## src/rtl/pipe_stage_reg.sv

```systemverilog
`default_nettype none
// pipe_stage_reg: valid/ready pipeline latch with flush, bubble insertion and a saturating stall counter.
// Define PIPE_SKID_EN to add a one-entry skid buffer so that in_ready comes straight from a flop.
module pipe_stage_reg #(
  parameter int CTRL_W = 8,
  parameter int DATA_W = 64,
  parameter int CNT_W  = 16
) (
  input  logic              clk,
  input  logic              rst_n,
  input  logic              in_valid,
  output logic              in_ready,
  input  logic [CTRL_W-1:0] in_ctrl,
  input  logic [DATA_W-1:0] in_data,
  input  logic              flush,
  output logic              out_valid,
  input  logic              out_ready,
  output logic [CTRL_W-1:0] out_ctrl,
  output logic [DATA_W-1:0] out_data,
  input  logic              cnt_clr,
  output logic [CNT_W-1:0]  stall_cnt
);

  logic              m_valid_q, m_valid_d;
  logic [CTRL_W-1:0] m_ctrl_q, m_ctrl_d;
  logic [DATA_W-1:0] m_data_q, m_data_d;
  logic [CNT_W-1:0]  cnt_q, cnt_d;
  logic              m_free;
  logic              accept;

  assign m_free = !m_valid_q || out_ready;

`ifdef PIPE_SKID_EN
  logic              s_valid_q, s_valid_d;
  logic [CTRL_W-1:0] s_ctrl_q, s_ctrl_d;
  logic [DATA_W-1:0] s_data_q, s_data_d;

  assign in_ready = !s_valid_q;
  assign accept   = in_valid && in_ready && !flush;

  always_comb begin
    m_valid_d = m_valid_q;
    m_ctrl_d  = m_ctrl_q;
    m_data_d  = m_data_q;
    s_valid_d = s_valid_q;
    s_ctrl_d  = s_ctrl_q;
    s_data_d  = s_data_q;
    if (flush) begin
      m_valid_d = 1'b0;
      m_ctrl_d  = '0;
      s_valid_d = 1'b0;
    end else if (m_free) begin
      // The skid entry is older than anything on the input, so it refills M first.
      if (s_valid_q) begin
        m_valid_d = 1'b1;
        m_ctrl_d  = s_ctrl_q;
        m_data_d  = s_data_q;
        s_valid_d = 1'b0;
      end else if (accept) begin
        m_valid_d = 1'b1;
        m_ctrl_d  = in_ctrl;
        m_data_d  = in_data;
      end else begin
        m_valid_d = 1'b0;
        m_ctrl_d  = '0;
      end
    end else if (accept) begin
      s_valid_d = 1'b1;
      s_ctrl_d  = in_ctrl;
      s_data_d  = in_data;
    end
  end

  always_ff @(posedge clk or negedge rst_n) begin
    if (!rst_n) begin
      s_valid_q <= 1'b0;
      s_ctrl_q  <= '0;
      s_data_q  <= '0;
    end else begin
      s_valid_q <= s_valid_d;
      s_ctrl_q  <= s_ctrl_d;
      s_data_q  <= s_data_d;
    end
  end
`else
  assign in_ready = m_free;
  assign accept   = in_valid && in_ready && !flush;

  always_comb begin
    m_valid_d = m_valid_q;
    m_ctrl_d  = m_ctrl_q;
    m_data_d  = m_data_q;
    if (flush) begin
      m_valid_d = 1'b0;
      m_ctrl_d  = '0;
    end else if (accept) begin
      m_valid_d = 1'b1;
      m_ctrl_d  = in_ctrl;
      m_data_d  = in_data;
    end else if (m_free) begin
      m_valid_d = 1'b0;
      m_ctrl_d  = '0;
    end
  end
`endif

  always_comb begin
    cnt_d = cnt_q;
    if (cnt_clr) begin
      cnt_d = '0;
    end else if (m_valid_q && !out_ready && (cnt_q != '1)) begin
      cnt_d = cnt_q + CNT_W'(1);
    end
  end

  always_ff @(posedge clk or negedge rst_n) begin
    if (!rst_n) begin
      m_valid_q <= 1'b0;
      m_ctrl_q  <= '0;
      m_data_q  <= '0;
      cnt_q     <= '0;
    end else begin
      m_valid_q <= m_valid_d;
      m_ctrl_q  <= m_ctrl_d;
      m_data_q  <= m_data_d;
      cnt_q     <= cnt_d;
    end
  end

  assign out_valid = m_valid_q;
  assign out_ctrl  = m_ctrl_q;
  assign out_data  = m_data_q;
  assign stall_cnt = cnt_q;

endmodule
`default_nettype wire

```

## config.mk

```make
export PLATFORM = sky130hd
export DESIGN_NAME = pipe_stage_reg
export DESIGN_NICKNAME = d
export VERILOG_FILES = /design/src/rtl/pipe_stage_reg.sv
export SDC_FILE = /design/constraint.sdc
export NUM_CORES = 1
export LEC_CHECK = 0
export ABC_AREA = 1
export BUFFER_PORTS_ARGS = -buffer_cell sky130_fd_sc_hd__buf_2
export CORE_UTILIZATION = 40
export DETAILED_ROUTE_END_ITERATION = 16
export PLACE_DENSITY = 0.72
export SYNTH_ARGS = -nofsm -noshare
export SYNTH_HDL_FRONTEND = slang
export SYNTH_SLANG_ARGS = --single-unit
```

## constraint.sdc

```tcl
create_clock -name clk -period 1.38 [get_ports clk]
set_input_delay 0.345 -clock clk [delete_from_list [all_inputs] [get_ports clk]]
set_output_delay 0.345 -clock clk [all_outputs]
set_load 0.01 [all_outputs]
```

==> Yosys cells after proc, flatten, opt, wreduce, memory -nomap -nowiden <==
Cells that the tools add are included.
{ "op_classes": {"addsub": 1, "bitwise_logic": 1, "eq_ne": 1, "n_reduce_logical": 11, "muxes": 8} }
{ "ops": {"columns": ["operator", "count"], "rows": [
  ["$mux W16", 2],
  ["$mux W8", 3],
  ["$add A16 B1 Y16 const B", 1],
  ["$ne A16 B16 Y1 const B", 1],
  ["$logic_and A1 B1 Y1", 4],
  ["$logic_not A1 Y1", 3],
  ["$mux W1", 3],
  ["$reduce_bool A3 Y1", 1],
  ["$reduce_and A2 Y1", 1],
  ["$reduce_bool A2 Y1", 1],
  ["$logic_or A1 B1 Y1", 1],
  ["$not A1 Y1", 1]
]} }
{ "word_totals": {"wordCells": 26, "reg_bits": 89, "output_inout_bits": 90, "inputBits": 78} }

==> Longest topological paths before layout <==
{ "logic_depth": {"ltp_word": 6, "depth_mapped": 10, "ltp_nobuf": 10} }

==> Least setup slack after synthesis <==
No wires, ideal clock.
{ "synth_path": {"path_type": "register to register", "start": "register cnt_q[0] (netlist: stall_cnt[0])", "end": "register cnt_q[10] (netlist: stall_cnt[10])", "slack_ns": -0.191, "period_less_slack_ns": 1.571, "path_buffers": 1, "path_stages_with_launch": 10, "arrival_time_ns": 1.506, "t_required_ns": 1.314, "setup_time_ns": 0.066, "path_cell_list": "dfrtp_1 > ha_1 > nand2_1 > nor2_4 > nand2_4 > nor2_4 > nor2_2 > buf_2 > nand4_1 > nand2_1"} }
{ "synth_via": {"elab_chain_len": 3, "word_cells_on_any_way": 6, "cone_classes": "add/sub (1); eq/ne (1); mux (2); reduce/logical (2)"} }
{ "synth_lines": {"columns": ["item", "line_no", "rtl"], "rows": [
  ["from (decl)", "27", "logic [CNT_W-1:0] cnt_q, cnt_d;"],
  ["from (signal assigned)", "126", "cnt_q <= cnt_d;"],
  ["$add A16 B1 Y16 / $ne A16 B16 Y1 (equally long branches)", "112, 111", null],
  ["$mux W16 / $logic_and A1 B1 Y1 (equally long branches)", "111", "end else if (m_valid_q && !out_ready && (cnt_q != '1)) begin"],
  ["$mux W16 / $reduce_bool A2 Y1 (equally long branches)", null, null]
]} }
Parallel ways exist; a longest one is shown, timed or not. The select of a mux whose other input is x is not followed.
A chain may end at the register's enable or synchronous reset.

==> Worst setup path in the final report <==
{ "layout_path": {"start": "register m_valid_q (netlist: out_valid)", "end": "register m_data_q[45] (netlist: out_data[45])"} }
{ "layout_via": {"elab_chain_len": 5} }
{ "layout_lines": {"columns": ["item", "line_no", "rtl"], "rows": [
  ["from (decl)", "24", "logic m_valid_q, m_valid_d;"],
  ["from (signal assigned)", "123", "m_valid_q <= m_valid_d;"],
  ["$logic_not A1 Y1", "31", "assign m_free = !m_valid_q || out_ready;"],
  ["$logic_or A1 B1 Y1", "31", null],
  ["$logic_and A1 B1 Y1 (2 in series)", "87", "assign accept = in_valid && in_ready && !flush;"],
  ["$reduce_and A2 Y1 (no source line)", null, null],
  ["to (signal assigned)", "125", "m_data_q <= m_data_d;"],
  ["to (decl)", "26", "logic [DATA_W-1:0] m_data_q, m_data_d;"]
]} }
No other way between the ends.

==> metrics.yaml <==
outcome: "finished, violations left"
violations: "hold timing, setup timing"
r2r_start: "out_valid"
startpoint: "out_valid"
worst_slew_pin_slew_ps: 490
numPortBuffers: 167
finalMaxSlewViolations: 0
timing.final.crit_share: 1.11
internal-power_mw: 4.74
finalWeightedCongestion: 0.814
fmax_mhz: 655
required_ps: 1620
period_needed_ps: 1530
coreArea_um2: 9240
die_h_um: 99.5
vias: 3282
syn_inst: 332
grt_use_total: 0.206
die_w_um: 99.5
power_frac_seq: 0.482
tns_ps: -8200
swShare: 0.279
path_max_fanout: 9
grt_first_pass_wirelength_um: 16000
cts_root_buf: "clkbuf_8"
ir_drop_mv: 0.651
insertion_delay_ps: 350
grt_max_degree: 90
total_power_mw: 6.58
dieArea_um2: 9910
synthMuxAreaShare: 0.189
initial_core_util: 0.412
power_density_nw_per_um2: 1080
post_drt_wl_per_cell_um: 15.5
pwr-share-comb: 0.236
mappedNetlistNets: 411
synth_fa_ha_area_frac: 0.00329
rsz0062_at_grt: "true"
drive_gt1_frac: 0.622
post-route-util: 0.658
switchingPower_mw: 1.84
synth_top_family_by_area: "multiplexers"
min_path_type: "input port to asynchronous set/reset pin"
worstPathArrival_ps: 1760
max_stage_delay_ps: 400
setup_viol: 82
synth.distinct_cells: 24
syn-mean-instance-area_um2: 11.5
area_growth_syn_to_layout_pct: 59.8
antenna_found_initial: 0
yosys.area.top_type: "dfrtp_1"
drtPass1Iterations: 4
cap_violations: 0
post_dp_cell_area_um2: 5290
grt_overflow: 0
critical_path_class: "flip-flop to flip-flop"
dp_slack_ps: -60.4
synth.area.top_cells: "dfrtp_1 (59%), mux2_1 (14%), nand2_1 (5.9%)"
place_hpwl_um: 7070
hold_violations: 5
cts_tree: "yes"
clkSinkCount: 89
power_leakage_nw: 3.31
holdWs_ps: -12.6
synth-seq-cells: 89
cts_htree_levels: 3
rows: 35
vias_per_cell: 4.70
drtIter0Drc: 82
fin_area_um2: 6080
endpoint_kind: "flip-flop"
max-slew-margin-rel: 0.673
yosys.area_share.simple: 0.151
antenna_cells: 0
yosys_warnings: 0
drt_wl_total_um: 10800
netlist_area_um2: 3810
synth_compound_area_frac: 0.0210
finClkSkew_ps: 9.19
drc_errors: 0
fin_nets: 644
grt_pass1_vias: 3442
clock_path_buffers: 2
io_pins: 168
cpMaxStageDelayCell: "dfrtp_1"
synth-seq-area-share: 0.585
worstPathCellList: "inv_2, nor2_4, inv_4, buf_6, nand3_4, clkbuf_16, mux2_4"
synthXorXnorAreaFrac: 0.00460
synth_top_area_frac: 0.585
fillers: 712
pwr-share-clk: 0.283
fin_ws_ps: -148
ant_nets: 0
setup.worst_path.start_class: "flip-flop"
cts_buffers: 9
clkTransAtPathRegs_ps: 90
## worst paths after layout
path / to / slack, ps / depth (start not counted)
setup / recovery: out_data[45] / -150 / 7
hold / removal: stall_cnt[7] / -10 / 2
min in group clk: out_valid / 190 / 2
max in group asynchronous: out_ctrl[2] / 980 / 2
hold reg to reg: out_data[39] / 510 / 1
setup reg to reg: out_data[45] / -150 / 7
## Yosys cell counts (all sizes together)
library cell and instances:
a21oi 1, buf 10, clkinv 1, dfrtp 89, ha 1, inv 27, mux2 64, nand2 61
nand3 25, nand4 12, nor2 23, nor3 1, o21ai 15, xor2 2
## final cells by class
cell class | count | area (µm²) | share of cell area
flip-flops and latches | 89 | 2230 | 0.366
inverters | 28 | 108 | 0.0177
multi-input cells | 206 | 1780 | 0.292
clock buffers | 10 | 138 | 0.0226
clock inverters | 5 | 65.1 | 0.0107
well taps | 129 | 161 | 0.0265
repair buffers | 231 | 1610 | 0.264
## critical path, delay by kind of cell, from the launching register on
| kind | cells | cell delay (ps) |
|---|---|---|
| flip-flops | 1 | 400 |
| AND/OR/NAND/NOR | 2 | 220 |
| multiplexers | 1 | 300 |
| buffers and inverters | 4 | 490 |
## metal layers
layer  global-route usage  share of wire  routed length, µm  vias up
met5                    0              0                  0        -
met2                0.356           0.52               5610      120
met1                0.250           0.41               4470     1584
met4               0.0656         0.0074                 80        0
li1                     -              -                  -     1570
met3               0.0583          0.062                671        8
## state kept, by name, indices dropped and copies added, names as in the netlist
register	flops
out_valid	1
out_data	64
stall_cnt	16
out_ctrl	8
## cell families after synthesis
kind of cell / Yosys count
AO/OA/AOI/OAI: 16
XOR/XNOR: 2
adder cells (fa/ha/maj): 1
buffers and inverters: 38
flip-flops: 89
multiplexers: 64
AND/OR/NAND/NOR: 122
## cells in the final DEF (no fill, tap or decap), drive strengths merged
cell | synthesis | final
a21oi | 1 | 1
buf | 10 | 227
bufinv | 0 | 1
clkbuf | 0 | 14
clkinv | 1 | 2
clkinvlp | 0 | 2
dfrtp | 89 | 89
ha | 1 | 1
inv | 27 | 28
mux2 | 64 | 64
nand2 | 61 | 61
nand3 | 25 | 26
nand4 | 12 | 12
nor2 | 23 | 23
nor3 | 1 | 1
o21ai | 15 | 15
xor2 | 2 | 2
## through the flow
stage          instances  hold slack (ps)
2_1_floorplan        332             49.4
3_3_place_gp         656              420
3_5_place_dp         656              422
4_1_cts              684             27.2
5_1_grt              698             49.1
6_report             698            -12.6
## power by group through the flow
stage | Clock (mW) | Combinational, mW | Sequential (mW)
6_report | 1.86 | 1.55 | 3.17
5_1_grt | 2.00 | 1.66 | 3.20
4_1_cts | 1.91 | 1.47 | 3.16
3_5_place_dp | 0 | 1.42 | 3.19
3_3_place_gp | 0 | 1.37 | 3.18
2_1_floorplan | 0 | 0.596 | 3.35
## timing repair
item	4_1_cts	5_1_grt
hold endpoints to repair	0	0
pin swaps	17	10
cloned	0	5
hold buffers	0	0
endpoints found under the setup margin	64	98
gates resized for setup	51	37
buffers inserted	13	11
Note: power is estimated with default switching activity, not from simulation.
